`config.mk`:
```
export PLATFORM = sky130hd
export DESIGN_NAME = multicycle_ctrl
export DESIGN_NICKNAME = d
export VERILOG_FILES = /design/src/rtl/multicycle_ctrl.sv
export SDC_FILE = /design/constraint.sdc
export NUM_CORES = 1
export LEC_CHECK = 0
export CAP_MARGIN = 20
export CORE_MARGIN = 10
export CORE_UTILIZATION = 50
export CTS_BUF_LIST = sky130_fd_sc_hd__clkbuf_8
export DETAILED_ROUTE_END_ITERATION = 10
export PLACE_DENSITY_LB_ADDON = 0.15
export SLEW_MARGIN = 15
export SYNTH_ARGS = -nofsm -noshare
export SYNTH_HDL_FRONTEND = slang
export SYNTH_SLANG_ARGS = --single-unit
```
`constraint.sdc`:
```
create_clock -name CLK -period 1.9 [get_ports CLK]
set_clock_uncertainty 0.15 [all_clocks]
set_input_delay 0.475 -clock CLK [delete_from_list [all_inputs] [get_ports CLK]]
set_output_delay 0.475 -clock CLK [all_outputs]
set_load 0.05 [all_outputs]
```
`src/rtl/multicycle_ctrl.sv`:
```
// multicycle_ctrl
//   Multi-cycle control FSM. Steps the datapath one instruction at a time:
//   FETCH -> DECODE -> execute / memory / write-back, and drives every
//   datapath strobe and mux select. Memory accesses wait on MemReady.
// Ports
//   CLK, RST_n                 clock (rising edge), async active-low reset
//   OPcode, Func               instruction fields from the decoder
//   Zero                       ALU zero flag (branch condition)
//   MemReady                   memory finishes the current access this cycle
//   PCWrite, IorD, MemRead, MemWrite, IRWrite, RegWrite, RegDst, MemtoReg,
//   ALUSrcA, ALUSrcB, ALUOp, PCSrc   datapath controls
//   State                      current state (debug)
//   Retired                    retired-instruction counter (wraps)
//   Fault                      sticky illegal-instruction flag
module multicycle_ctrl (
  input  logic        CLK,
  input  logic        RST_n,
  input  logic [5:0]  OPcode,
  input  logic [5:0]  Func,
  input  logic        Zero,
  input  logic        MemReady,
  output logic        PCWrite,
  output logic        IorD,
  output logic        MemRead,
  output logic        MemWrite,
  output logic        IRWrite,
  output logic        RegWrite,
  output logic        RegDst,
  output logic        MemtoReg,
  output logic        ALUSrcA,
  output logic [1:0]  ALUSrcB,
  output logic [1:0]  ALUOp,
  output logic [1:0]  PCSrc,
  output logic [3:0]  State,
  output logic [15:0] Retired,
  output logic        Fault
);

  typedef enum logic [3:0] {
    S_FETCH   = 4'd0,
    S_DECODE  = 4'd1,
    S_EXEC_R  = 4'd2,
    S_EXEC_I  = 4'd3,
    S_MEMADR  = 4'd4,
    S_MEMRD   = 4'd5,
    S_MEMWB   = 4'd6,
    S_MEMWR   = 4'd7,
    S_RWB     = 4'd8,
    S_IWB     = 4'd9,
    S_BRANCH  = 4'd10,
    S_JUMP    = 4'd11,
    S_ILLEGAL = 4'd12
  } state_e;

  localparam logic [5:0] OP_RTYPE = 6'b000000;
  localparam logic [5:0] OP_LW    = 6'b100011;
  localparam logic [5:0] OP_SW    = 6'b101011;
  localparam logic [5:0] OP_BEQ   = 6'b000100;
  localparam logic [5:0] OP_BNE   = 6'b000101;
  localparam logic [5:0] OP_ADDI  = 6'b001000;
  localparam logic [5:0] OP_J     = 6'b000010;

  state_e      state_q, state_d;
  logic [5:0]  op_q, op_d;
  logic [5:0]  func_q, func_d;
  logic [15:0] retired_q, retired_d;
  logic        fault_q, fault_d;
  logic        retire;

  // Supported R-type functions: add, sub, and, or, slt.
  function automatic logic func_ok(input logic [5:0] f);
    return (f == 6'b100000) || (f == 6'b100010) || (f == 6'b100100) ||
           (f == 6'b100101) || (f == 6'b101010);
  endfunction

  always_ff @(posedge CLK or negedge RST_n) begin
    if (!RST_n) begin
      state_q   <= S_FETCH;
      op_q      <= '0;
      func_q    <= '0;
      retired_q <= '0;
      fault_q   <= 1'b0;
    end else begin
      state_q   <= state_d;
      op_q      <= op_d;
      func_q    <= func_d;
      retired_q <= retired_d;
      fault_q   <= fault_d;
    end
  end

  always_comb begin
    state_d  = state_q;
    op_d     = op_q;
    func_d   = func_q;
    fault_d  = fault_q;
    retire   = 1'b0;
    PCWrite  = 1'b0;
    IorD     = 1'b0;
    MemRead  = 1'b0;
    MemWrite = 1'b0;
    IRWrite  = 1'b0;
    RegWrite = 1'b0;
    RegDst   = 1'b0;
    MemtoReg = 1'b0;
    ALUSrcA  = 1'b0;
    ALUSrcB  = 2'b00;
    ALUOp    = 2'b00;
    PCSrc    = 2'b00;

    unique case (state_q)
      S_FETCH: begin
        MemRead = 1'b1;
        ALUSrcB = 2'b01;
        // IR and PC+4 are loaded only on the cycle the read completes.
        if (MemReady) begin
          IRWrite = 1'b1;
          PCWrite = 1'b1;
          state_d = S_DECODE;
        end
      end
      S_DECODE: begin
        // Speculatively compute the branch target into ALUOut.
        ALUSrcB = 2'b11;
        op_d    = OPcode;
        func_d  = Func;
        if (OPcode == OP_RTYPE && func_ok(Func))     state_d = S_EXEC_R;
        else if (OPcode == OP_LW || OPcode == OP_SW) state_d = S_MEMADR;
        else if (OPcode == OP_BEQ || OPcode == OP_BNE) state_d = S_BRANCH;
        else if (OPcode == OP_ADDI)                  state_d = S_EXEC_I;
        else if (OPcode == OP_J)                     state_d = S_JUMP;
        else                                         state_d = S_ILLEGAL;
      end
      S_EXEC_R: begin
        ALUSrcA = 1'b1;
        ALUOp   = 2'b10;
        // func_q was already vetted in DECODE; the recheck is defensive.
        state_d = func_ok(func_q) ? S_RWB : S_ILLEGAL;
      end
      S_RWB: begin
        RegWrite = 1'b1;
        RegDst   = 1'b1;
        retire   = 1'b1;
        state_d  = S_FETCH;
      end
      S_EXEC_I: begin
        ALUSrcA = 1'b1;
        ALUSrcB = 2'b10;
        state_d = S_IWB;
      end
      S_IWB: begin
        RegWrite = 1'b1;
        retire   = 1'b1;
        state_d  = S_FETCH;
      end
      S_MEMADR: begin
        ALUSrcA = 1'b1;
        ALUSrcB = 2'b10;
        state_d = (op_q == OP_SW) ? S_MEMWR : S_MEMRD;
      end
      S_MEMRD: begin
        IorD    = 1'b1;
        MemRead = 1'b1;
        if (MemReady) state_d = S_MEMWB;
      end
      S_MEMWB: begin
        RegWrite = 1'b1;
        MemtoReg = 1'b1;
        retire   = 1'b1;
        state_d  = S_FETCH;
      end
      S_MEMWR: begin
        IorD     = 1'b1;
        MemWrite = 1'b1;
        if (MemReady) begin
          retire  = 1'b1;
          state_d = S_FETCH;
        end
      end
      S_BRANCH: begin
        ALUSrcA = 1'b1;
        ALUOp   = 2'b01;
        PCSrc   = 2'b01;
        PCWrite = ((op_q == OP_BEQ) && Zero) || ((op_q == OP_BNE) && !Zero);
        retire  = 1'b1;
        state_d = S_FETCH;
      end
      S_JUMP: begin
        PCSrc   = 2'b10;
        PCWrite = 1'b1;
        retire  = 1'b1;
        state_d = S_FETCH;
      end
      S_ILLEGAL: begin
        fault_d = 1'b1;
      end
      default: state_d = S_ILLEGAL;
    endcase

    // Reset kills every strobe combinationally so a pending memory access
    // drops with RST_n, without waiting for a clock edge.
    if (!RST_n) begin
      PCWrite  = 1'b0;
      IorD     = 1'b0;
      MemRead  = 1'b0;
      MemWrite = 1'b0;
      IRWrite  = 1'b0;
      RegWrite = 1'b0;
      RegDst   = 1'b0;
      MemtoReg = 1'b0;
      ALUSrcA  = 1'b0;
      ALUSrcB  = 2'b00;
      ALUOp    = 2'b00;
      PCSrc    = 2'b00;
    end
  end

  assign retired_d = retire ? retired_q + 16'd1 : retired_q;
  assign State     = state_q;
  assign Retired   = retired_q;
  assign Fault     = fault_q;

endmodule

```
==> qor.csv, run 1 <==
stage,metric,value,unit
logic_synthesis,syn_avg_cell_area,10.1,sq um
logic_synthesis,syn-instance-count,187,
logic_synthesis,syn_nets,204,
floorplan,die_y,81.4,um
logic_synthesis,synth_area_leaders,"dfrtp_1, mux2_2, xnor2_1",
placed_design,io_buffers,51,
logic_synthesis,synth_edf_count,0,
logic_synthesis,synth_most_common_cell,dfrtp_1,
run_status,status,stopped before the end,
floorplan,die_x,81.4,um
logic_synthesis,yosys.area.top_type,dfrtp_1,
logic_synthesis,synth_cell_types,43,
global_routing,grt_max_degree,17,
logic_synthesis,synth_top_area_share,0.438,
logic_synthesis,synth_common_cells,"dfrtp_1, xnor2_1, nand4_1, nor2_1, mux2_2",
timing,endpoint_type,output port,
logic_synthesis,synth_seq_cells,33,
clock_tree,clock-sinks,33,
clock_tree,numCtsBuffers,5,
clock_tree,htree_levels,2,
logic_synthesis,synth_flop_cell,dfrtp_1,
logic_synthesis,synth-seq-area-share,0.438,
logic_synthesis,yosys_warnings,0,
clock_tree,root_buffer,clkbuf_8,
placed_design,dpl-instance-area,3180,sq um
logic_synthesis,ys_async_sr_fraction,1.00,
run_status,lastStage,global routing,
floorplan,rows,22,
floorplan,start_util,0.515,
timing,worstEndpointGrtRepair,PCWrite,
placed_design,hpwl,4.79,mm
logic_synthesis,syn_area,1880,sq um
clock_tree,cts_buffer_depth,2,
global_routing,antenna_found_initial,3,
placed_design,gp_congestion,0.940,
floorplan,io_pins,52,
run_status,error_line,[ERROR DPL-0033] detailed placement checks failed during check placement.,
[what timing repair did]
item,CTS
setup buffers,8
pin swaps,8
resized for setup,22
endpoints found under the setup margin,31
hold buffers,0
[metrics by stage]
stage,worst slack (ns),std cells,setup TNS (ns),hold WS (ns),utilization
4_1_cts,-0.370,325,-4.06,0.104,0.933
3_5_place_dp,-0.546,309,-7.44,0.342,0.868
3_3_place_gp,-0.480,309,-6.35,0.317,0.868
2_1_floorplan,-0.277,187,-1.76,0.0294,-
[kinds of logic after synthesis]
| kind of cell | synth area share |
|---|---|
| adders and majority gates | 0.00664 |
| xor gates and xnor gates | 0.0883 |
| buffers and inverters | 0.0372 |
| and+or+nand+nor | 0.248 |
| AOI/OAI and AO/OA | 0.0823 |
| DFF | 0.438 |
| muxes | 0.0996 |
==> run 2, diff against run 1 <==
Settings changed: CORE_UTILIZATION 50 to 40, CTS_BUF_LIST sky130_fd_sc_hd__clkbuf_8 to unset.
==> run 2 against run 1 <==
Compared with the run above:
- the flow now finishes, with violations (setup timing)
- synthesized cell count is the same
- area after synthesis is the same
==> qor.csv, run 2 <==
stage,metric,value,unit,change
placed_design,hpwl,4.15,mm,-13%
min_path,min_path_type,in2async,,
clock_tree,cts_tree,yes,,
timing,min_period_over_period,1.16,,
layout,syn_to_final_growth,91.4,%,
global_routing,grt_pass1_wl,9.72,mm,
logic_synthesis,syn-instance-count,187,,unchanged
layout,n_antenna_cell,0,,
layout,fin_util,0.812,,
routing,routed_wirelength,6.24,mm,
floorplan,dieArea,7860,sq um,
floorplan,die_y,88.6,um,+8.9%
logic_synthesis,synth-seq-area-share,0.438,,unchanged
layout,largest_reg_flops,16,,
global_routing,gr-total-overflow,0,,
run_status,status,finished with violations,,
logic_synthesis,synth_area_leaders,"dfrtp_1, mux2_2, xnor2_1",,
setup_path,crit_path_start_kind,register,,
setup_path,arrival,1.58,ns,
layout,design_area,3610,sq um,
timing,max_freq,454,MHz,
logic_synthesis,yosys.area.top_type,dfrtp_1,,
routing,drt_iter0_drc,109,,
placed_design,io_buffers,51,,unchanged
logic_synthesis,syn_area,1880,sq um,unchanged
power_and_ir_drop,p_leak,1.49,nW,
floorplan,die_x,88.6,um,+8.9%
routing,via_count,1873,,
power_and_ir_drop,p_total,4.89,mW,
layout,final_common_cell,buf_12,,
flow_run,drv_cap,0,,
power_and_ir_drop,ir_drop,0.716,mV,
routing,wl_per_cell,18.3,um,
floorplan,rows,24,,+9.1%
clock_tree,cts_buffer_depth,2,,unchanged
placed_design,gp_congestion,0.825,,-12%
logic_synthesis,synth_most_common_cell,dfrtp_1,,
clock_tree,clock-sinks,33,,unchanged
timing,final_max_slew_viol_count,0,,
logic_synthesis,syn_nets,204,,unchanged
timing,grt_setup_unrepaired,true,,
setup_path,end_kind,primary output,,
placed_design,dpl-instance-area,3190,sq um,+0.32%
timing,post-route-min-period,2.20,ns,
timing,tightest_slew,0.388,ns,
run_status,violations,setup timing,,
layout,nets,305,,
clock_tree,clock_latency,0.28,ns,
logic_synthesis,synth_cell_types,43,,unchanged
global_routing,grt_util_all_layers,0.156,,
clock_tree,numCtsBuffers,5,,unchanged
timing,hold_violations,0,,
layout,final_layout_size_suffix_gt1_frac,0.529,,
clock_tree,htree_levels,2,,unchanged
timing,setup_violations,16,,
logic_synthesis,synth_common_cells,"dfrtp_1, xnor2_1, nand4_1, nor2_1, mux2_2",,
setup_path,cp_max_fo,4,,
logic_synthesis,syn_avg_cell_area,10.1,sq um,unchanged
floorplan,coreArea,4440,sq um,
global_routing,grt_max_degree,17,,
logic_synthesis,synth_edf_count,0,,unchanged
timing,worst_slack,-0.304,ns,
logic_synthesis,synth_flop_cell,dfrtp_1,,
power_and_ir_drop,power_density,1360,nW/um^2,
clock_tree,root_buffer,clkbuf_8,,
floorplan,start_util,0.424,,-0.0907
routing,ant_nets,0,,
setup_path,criticalPathCategory,reg2out,,
logic_synthesis,synth_seq_cells,33,,unchanged
logic_synthesis,yosys_warnings,0,,unchanged
routing,dr.pass1.iters,4,,
routing,vias_per_cell,5.49,,
routing,drc,0,,
clock_tree,clk_transition_reported_paths,0.07,ns,
logic_synthesis,synth_top_area_share,0.438,,unchanged
setup_path,cp.required,1.27,ns,
global_routing,first_global_vias,1963,,
floorplan,io_pins,52,,unchanged
clock_tree,cts_hold_repair.buffers,0,,unchanged
layout,final_cell_mix,"buf_12, buf_4, dfrtp_1, xnor2_1",,
placed_design,pre_cts_slack,-0.513,ns,+0.0328 ns
logic_synthesis,ys_async_sr_fraction,1.00,,unchanged
timing,worst_slew_margin_rel,0.741,,
global_routing,antenna_found_initial,0,,
==> run 2: stage by stage <==
step / setup TNS [ns] / hold WS (ns) / instances
2_1_floorplan: -1.76 / 0.0294 / 187
3_3_place_gp: -6.51 / 0.334 / 317
3_5_place_dp: -6.83 / 0.342 / 317
4_1_cts: -3.02 / 0.152 / 338
5_1_grt: -4.03 / 0.172 / 341
6_report: -2.85 / 0.170 / 341
==> run 2: layout make-up <==
| cell class | count | area [sq um] |
|---|---|---|
| sequential | 33 | 831 |
| fill | 241 | 837 |
| clock inverter | 1 | 7.51 |
| multi-input combinational | 139 | 1250 |
| clock buffer | 7 | 76.3 |
| tap | 52 | 65.1 |
| inverter | 5 | 21.3 |
| timing repair buffer | 104 | 1360 |
==> run 2: per-layer routing <==
layer	GRT usage	routed length [um]	vias up
met5	0	0	-
met4	0.0308	28	0
met3	0.0496	352	6
met2	0.274	3290	59
met1	0.181	2570	918
li1	-	-	890
==> run 2: final timing paths <==
check / from / endpoint / slack (ns) / depth (start not counted)
worst min register to register: func_q[4]$_DFFE_PN0P_ / func_q[4]$_DFFE_PN0P_ / 0.35 / 1
worst min-delay path: RST_n / Retired[15]$_DFFE_PN0P_ / 0.17 / 2
max in group asynchronous: RST_n / State[2]$_DFFE_PN0P_ / 1.07 / 3
worst max-delay path: State[1]$_DFFE_PN0P_ / ALUSrcA / -0.30 / 5
worst max register to register: State[0]$_DFFE_PN0P_ / Retired[1]$_DFFE_PN0P_ / 0.03 / 6
min in group CLK: func_q[4]$_DFFE_PN0P_ / func_q[4]$_DFFE_PN0P_ / 0.35 / 1
==> run 2: repair_timing <==
item,in CTS,in global routing
pin swaps,10,12
setup buffers,12,5
endpoints found under the setup margin,30,33
cloned,1,0
gates resized for setup,33,17
==> run 2: critical path: stages (launching register included) <==
cell     delay, ns
dfrtp_2       0.46
inv_4         0.09
mux2_2        0.34
o21ai_2       0.12
and2_4        0.16
buf_12        0.13
==> run 2: kinds of logic (layout without fill, tap and decap cells) <==
| family | count (synthesis) | in the layout | share of synthesized area |
|---|---|---|---|
| AND/OR/NAND/NOR | 83 | 83 | 0.248 |
| flip-flops | 33 | 33 | 0.438 |
| AO/OA/AOI/OAI | 19 | 19 | 0.0823 |
| XOR/XNOR | 19 | 19 | 0.0883 |
| multiplexers | 17 | 17 | 0.0996 |
| buffers and inverters | 15 | 117 | 0.0372 |
| adder cells (fa/ha/maj) | 1 | 1 | 0.00664 |
==> run 2: power breakdown <==
| part | leakage (nW) | total [mW] | internal [mW] | switching [mW] |
|---|---|---|---|---|
| clock | 0.0385 | 0.508 | 0.259 | 0.249 |
| combinational | 1.04 | 3.22 | 1.65 | 1.58 |
| sequential | 0.413 | 1.16 | 0.925 | 0.233 |
(Power assumes the default switching activity.)
==> run 3, diff against run 2 <==
Settings changed: CORE_MARGIN 10 to 2.
Clock period 1.9 ns to 2.65 ns, I/O delays scaled along.
==> run 3 against run 2 <==
Compared with the run above:
- the run now ends clean
- register-to-register slack improved by 0.55 ns
- clock power fell by 26%
- sequential share of layout area rose by 6.8 points
- non-clock buffer count fell by 42
- critical path type unchanged
- largest cell class is now multi-input gates
- sequential cell count did not move
- count of clock-buffer cells in the layout did not move
- combinational power fell by 56%
- die area fell by 33%
- setup slack improved by 0.39 ns
- power fell by 46%
- first-iteration DRC count fell by 15%
==> qor.csv, run 3 (synthesis results as in run 2) <==
stage,metric,value,unit,change
run_status,status,finished clean,,
clock_tree,clock-sinks,33,,unchanged
timing,worst_slack,0.0904,ns,+0.394 ns
timing,tns,0,ns,+2.85 ns
floorplan,die_y,72.6,um,-18%
global_routing,first_global_vias,1627,,-17%
clock_tree,clock_latency,0.28,ns,about the same
setup_path,crit_path_start_kind,register,,
placed_design,hpwl,3.27,mm,-21%
setup_path,crit_chain,buf_4 > mux2_2 > o21ai_0 > and2_1 > buf_12,,
routing,wl_per_cell,14.8,um,-19%
clock_tree,cts_hold_repair.buffers,0,,unchanged
timing,post-route-min-period,2.56,ns,
layout,largest_reg_flops,16,,unchanged
clock_tree,numCtsBuffers,5,,unchanged
floorplan,io_pins,52,,unchanged
global_routing,grt_pass1_wl,7.74,mm,-20%
global_routing,grt_util_all_layers,0.183,,+0.0271
setup_path,reg2reg_depth,4,,-2
timing,grt_setup_unrepaired,false,,
floorplan,start_util,0.424,,unchanged
layout,fillers,362,,+50%
routing,vias_per_cell,5.62,,+2.3%
timing,max_freq,391,MHz,
timing,hold_slack,0.0606,ns,-0.109 ns
layout,layout.cells.non_filler,298,,-13%
layout,final_layout_size_suffix_gt1_frac,0.248,,-0.281
global_routing,grt_max_degree,26,,+9
setup_path,end_kind,primary output,,
routing,routed_wirelength,4.41,mm,-29%
timing,worst_slew_margin_rel,0.667,,-0.0746
clock_tree,clk_transition_reported_paths,0.06,ns,about the same
floorplan,coreArea,4440,sq um,unchanged
timing,hold_violations,0,,unchanged
setup_path,crit_family,flip-flops,,
placed_design,gp_congestion,0.807,,-2.1%
routing,ant_nets,0,,unchanged
global_routing,gr-total-overflow,0,,unchanged
floorplan,dieArea,5280,sq um,-33%
power_and_ir_drop,p_leak,1.11,nW,-26%
layout,syn_to_final_growth,47.2,%,
routing,dr.pass1.iters,4,,unchanged
setup_path,cpMaxStageDelayCell,dfrtp_1,,
placed_design,dp_cells,291,,-8.2%
power_and_ir_drop,power_density,946,nW/um^2,-30%
setup_path,cp.depth,5,,unchanged
power_and_ir_drop,ir_drop,0.920,mV,+28%
routing,drc,0,,unchanged
timing,min_period_over_period,0.966,,
setup_path,cpPeakStageDelay,0.50,ns,+0.04 ns
global_routing,antenna_found_initial,0,,unchanged
timing,tightest_slew,0.499,ns,+0.110 ns
routing,drt_iter0_drc,93,,-15%
placed_design,pre_cts_slack,-0.155,ns,+0.358 ns
min_path,min_path_type,in2async,,
floorplan,die_x,72.6,um,-18%
layout,n_antenna_cell,0,,unchanged
setup_path,cp_max_fo,10,,+6
timing,setup_violations,0,,-16
setup_path,criticalPathCategory,reg2out,,
setup_path,arrival,1.75,ns,+0.17 ns
flow_run,drv_cap,0,,unchanged
layout,nets,263,,-14%
floorplan,rows,24,,unchanged
clock_tree,htree_levels,2,,unchanged
clock_tree,cts_tree,yes,,
clock_tree,root_buffer,clkbuf_8,,
clock_tree,cts_buffer_depth,2,,unchanged
routing,via_count,1675,,-11%
setup_path,crit_buf_inv,2,,unchanged
placed_design,io_buffers,51,,unchanged
power_and_ir_drop,p_total,2.62,mW,-46%
layout,final_common_cell,clkdlybuf4s50_1,,
setup_path,cp.required,1.84,ns,+0.57 ns
timing,final_max_slew_viol_count,0,,unchanged
layout,final_cell_mix,"clkdlybuf4s50_1, dfrtp_1, buf_12, xnor2_1, nand4_1",,
==> run 3: cell types whose count changed in the layout (fill, tap and decap cells not counted), moves of 3 or more <==
cell and delta:
clkdlybuf4s50_1 +20, nand2b_1 +5, nand2b_4 -5, nor2_1 +6
buf_12 -20, buf_6 -14, nor3_4 -3, nor2_4 -6
buf_8 -3, buf_4 -23
==> run 3: cell type report <==
cell class / instances / area, sq um / share of cell area
Tap cell: 52 / 65.1 / 0.0235
Inverter: 5 / 21.3 / 0.00767
Sequential cell: 33 / 828 / 0.299
Timing Repair Buffer: 62 / 744 / 0.268
Multi-Input combinational cell: 139 / 1030 / 0.371
Clock buffer: 7 / 86.3 / 0.0311
==> run 3: report_power, final <==
| part | internal [mW] | switching (mW) |
|---|---|---|
| Sequential | 0.661 | 0.167 |
| Combinational | 0.610 | 0.809 |
| Clock | 0.206 | 0.171 |
| Total | 1.48 | 1.15 |
==> run 3: routing by layer <==
layer | global-route usage | vias to the layer above | part of all wire
met4 | 0.0617 | 0 | 0.011
met3 | 0.0262 | 6 | 0.049
met1 | 0.264 | 817 | 0.48
li1 | - | 802 | -
met5 | 0 | - | 0
met2 | 0.282 | 50 | 0.46
==> run 3: metrics by stage <==
stage,utilization,instance area [sq um]
floorplan,-,1920
global placement,0.602,2680
detailed placement,0.602,2680
CTS,0.623,2770
global route,0.624,2770
finish,0.624,2770
==> run 3: repair_timing <==
item,CTS,global route
endpoints found under the setup margin,1,2
pin swaps,1,0
gates resized for setup,2,3
gates cloned,0,0
setup buffers,0,0
==> run 3: worst paths after layout <==
check	startpoint	to	slack [ns]
max	State[2]$_DFFE_PN0P_	ALUSrcA	0.09
min	RST_n	State[1]$_DFFE_PN0P_	0.06
min in group CLK	Retired[15]$_DFFE_PN0P_	Retired[15]$_DFFE_PN0P_	0.33
min reg2reg	Retired[15]$_DFFE_PN0P_	Retired[15]$_DFFE_PN0P_	0.33
max reg2reg	State[2]$_DFFE_PN0P_	func_q[2]$_DFFE_PN0P_	0.58
max in group asynchronous	RST_n	func_q[1]$_DFFE_PN0P_	1.72
==> run 4, diff against run 3 <==
Settings changed: CAP_MARGIN 20 to 10, SKIP_CTS_REPAIR_TIMING set to 1.
==> run 4 against run 3 <==
Compared with the run above:
- combinational power about the same
- power about the same
- utilization increased by 0.084 points
- non-clock buffer count unchanged
==> qor.csv, run 4 (synthesis results as in run 2) <==
stage,metric,value,unit,change
timing,min_period_over_period,0.967,,about the same
floorplan,start_util,0.424,,unchanged
routing,drt_iter0_drc,87,,-6.5%
timing,grt_setup_unrepaired,false,,
placed_design,hpwl,3.27,mm,unchanged
clock_tree,numCtsBuffers,5,,unchanged
layout,layout.cells.non_filler,298,,unchanged
setup_path,cp.required,1.84,ns,about the same
run_status,status,finished clean,,
routing,routed_wirelength,4.39,mm,-0.36%
timing,hold_violations,0,,unchanged
power_and_ir_drop,power_density,945,nW/um^2,-0.13%
global_routing,antenna_found_initial,0,,unchanged
timing,worst_slew_margin_rel,0.667,,about the same
global_routing,grt_util_all_layers,0.183,,unchanged
clock_tree,cts_buffer_depth,2,,unchanged
timing,max_freq,390,MHz,about the same
layout,final_cell_mix,"clkdlybuf4s50_1, dfrtp_1, buf_12, xnor2_1, nand4_1",,
setup_path,reg2reg_depth,4,,unchanged
placed_design,gp_congestion,0.807,,unchanged
placed_design,dp_cells,291,,unchanged
power_and_ir_drop,p_leak,1.12,nW,+0.70%
layout,n_antenna_cell,0,,unchanged
global_routing,grt_max_degree,26,,unchanged
placed_design,io_buffers,51,,unchanged
power_and_ir_drop,p_int,1.48,mW,about the same
floorplan,dieArea,5280,sq um,unchanged
timing,tightest_slew,0.499,ns,-0.000000894 ns
timing,post-route-min-period,2.56,ns,+0.00182 ns
power_and_ir_drop,ir_drop,0.920,mV,about the same
layout,largest_reg_flops,16,,unchanged
routing,vias_per_cell,5.63,,+0.24%
setup_path,criticalPathCategory,reg2out,,
setup_path,cp_max_fo,10,,unchanged
setup_path,arrival,1.75,ns,about the same
layout,final_common_cell,clkdlybuf4s50_1,,
clock_tree,root_buffer,clkbuf_8,,
floorplan,die_x,72.6,um,unchanged
layout,nets,263,,unchanged
global_routing,grt_most_used_layer,met2,,
global_routing,grt.met2_usage,0.283,,+0.00101
power_and_ir_drop,p_clk_frac,0.144,,about the same
power_and_ir_drop,switchingPower,1.15,mW,about the same
flow_run,drv_cap,0,,unchanged
routing,dr.pass1.iters,5,,+1
routing,ant_nets,0,,unchanged
clock_tree,htree_levels,2,,unchanged
layout,final_layout_size_suffix_gt1_frac,0.248,,unchanged
global_routing,use_met1,0.263,,-0.000887
global_routing,met3_usage,0.0262,,unchanged
layout,syn_to_final_growth,47.4,%,
clock_tree,clock-sinks,33,,unchanged
floorplan,io_pins,52,,unchanged
timing,setup_violations,0,,unchanged
min_path,min_path_type,in2async,,
routing,wl_per_cell,14.7,um,-0.36%
timing,final_max_slew_viol_count,0,,unchanged
power_and_ir_drop,power_frac_seq,0.316,,about the same
routing,via_count,1679,,+0.24%
floorplan,rows,24,,unchanged
global_routing,grt_pass1_wl,7.74,mm,unchanged
power_and_ir_drop,p_sw_frac,0.437,,about the same
routing,drc,0,,unchanged
clock_tree,cts_tree,yes,,
setup_path,end_kind,primary output,,
power_and_ir_drop,combPwrFrac,0.541,,about the same
global_routing,first_global_vias,1629,,+0.12%
floorplan,die_y,72.6,um,unchanged
timing,tns,0,ns,unchanged
clock_tree,clock_latency,0.28,ns,about the same
floorplan,coreArea,4440,sq um,unchanged
global_routing,gr-total-overflow,0,,unchanged
power_and_ir_drop,p_total,2.62,mW,about the same
clock_tree,clk_transition_reported_paths,0.06,ns,about the same
setup_path,crit_path_start_kind,register,,
==> run 4: layer usage <==
layer | up-vias | part of all wire
met5 | - | 0
met4 | 0 | 0.011
met3 | 6 | 0.053
met2 | 57 | 0.45
met1 | 815 | 0.48
li1 | 801 | -
==> run 4: metrics by stage <==
| stage | hold WS [ns] | instance area, sq um | util | worst slack (ns) |
|---|---|---|---|---|
| after floorplan | 0.217 | 1920 | - | -0.329 |
| after global placement | 0.314 | 2680 | 0.602 | -0.105 |
| after detailed placement | 0.314 | 2680 | 0.602 | -0.155 |
| after CTS | 0.0563 | 2760 | 0.622 | -0.168 |
| after global routing | 0.0553 | 2780 | 0.625 | 0.00290 |
| final | 0.0604 | 2780 | 0.625 | 0.0886 |
==> run 4: cell type report <==
class | instances | area (sq um)
inverter | 5 | 21.3
sequential | 33 | 828
tap | 52 | 65.1
fill | 362 | 1670
multi-input combinational | 139 | 1030
timing repair buffer | 62 | 748
clock buffer | 7 | 86.3
==> run 4: power by group through the flow <==
stage / Combinational, mW / Sequential [mW] / Clock [mW]
final: 1.42 / 0.829 / 0.377
after global routing: 1.51 / 0.856 / 0.409
after CTS: 1.42 / 0.820 / 0.388
after detailed placement: 1.41 / 0.828 / 0
after global placement: 1.41 / 0.826 / 0
after floorplan: 0.738 / 0.985 / 0
==> run 4: path summary, 6_finish.rpt <==
| check | start | endpoint | slack, ns |
|---|---|---|---|
| max | State[2]$_DFFE_PN0P_ | ALUSrcA | 0.09 |
| min | RST_n | State[1]$_DFFE_PN0P_ | 0.06 |
| max reg2reg | State[2]$_DFFE_PN0P_ | func_q[2]$_DFFE_PN0P_ | 0.56 |
| min reg2reg | Retired[15]$_DFFE_PN0P_ | Retired[15]$_DFFE_PN0P_ | 0.33 |
| max in group asynchronous | RST_n | func_q[1]$_DFFE_PN0P_ | 1.72 |
| min in group CLK | Retired[15]$_DFFE_PN0P_ | Retired[15]$_DFFE_PN0P_ | 0.33 |
==> run 4: critical path: stages (launching register included) <==
cell and delay, ns:
dfrtp_1 0.51, buf_4 0.23, mux2_2 0.26, o21ai_0 0.14, and2_1 0.19, buf_12 0.15
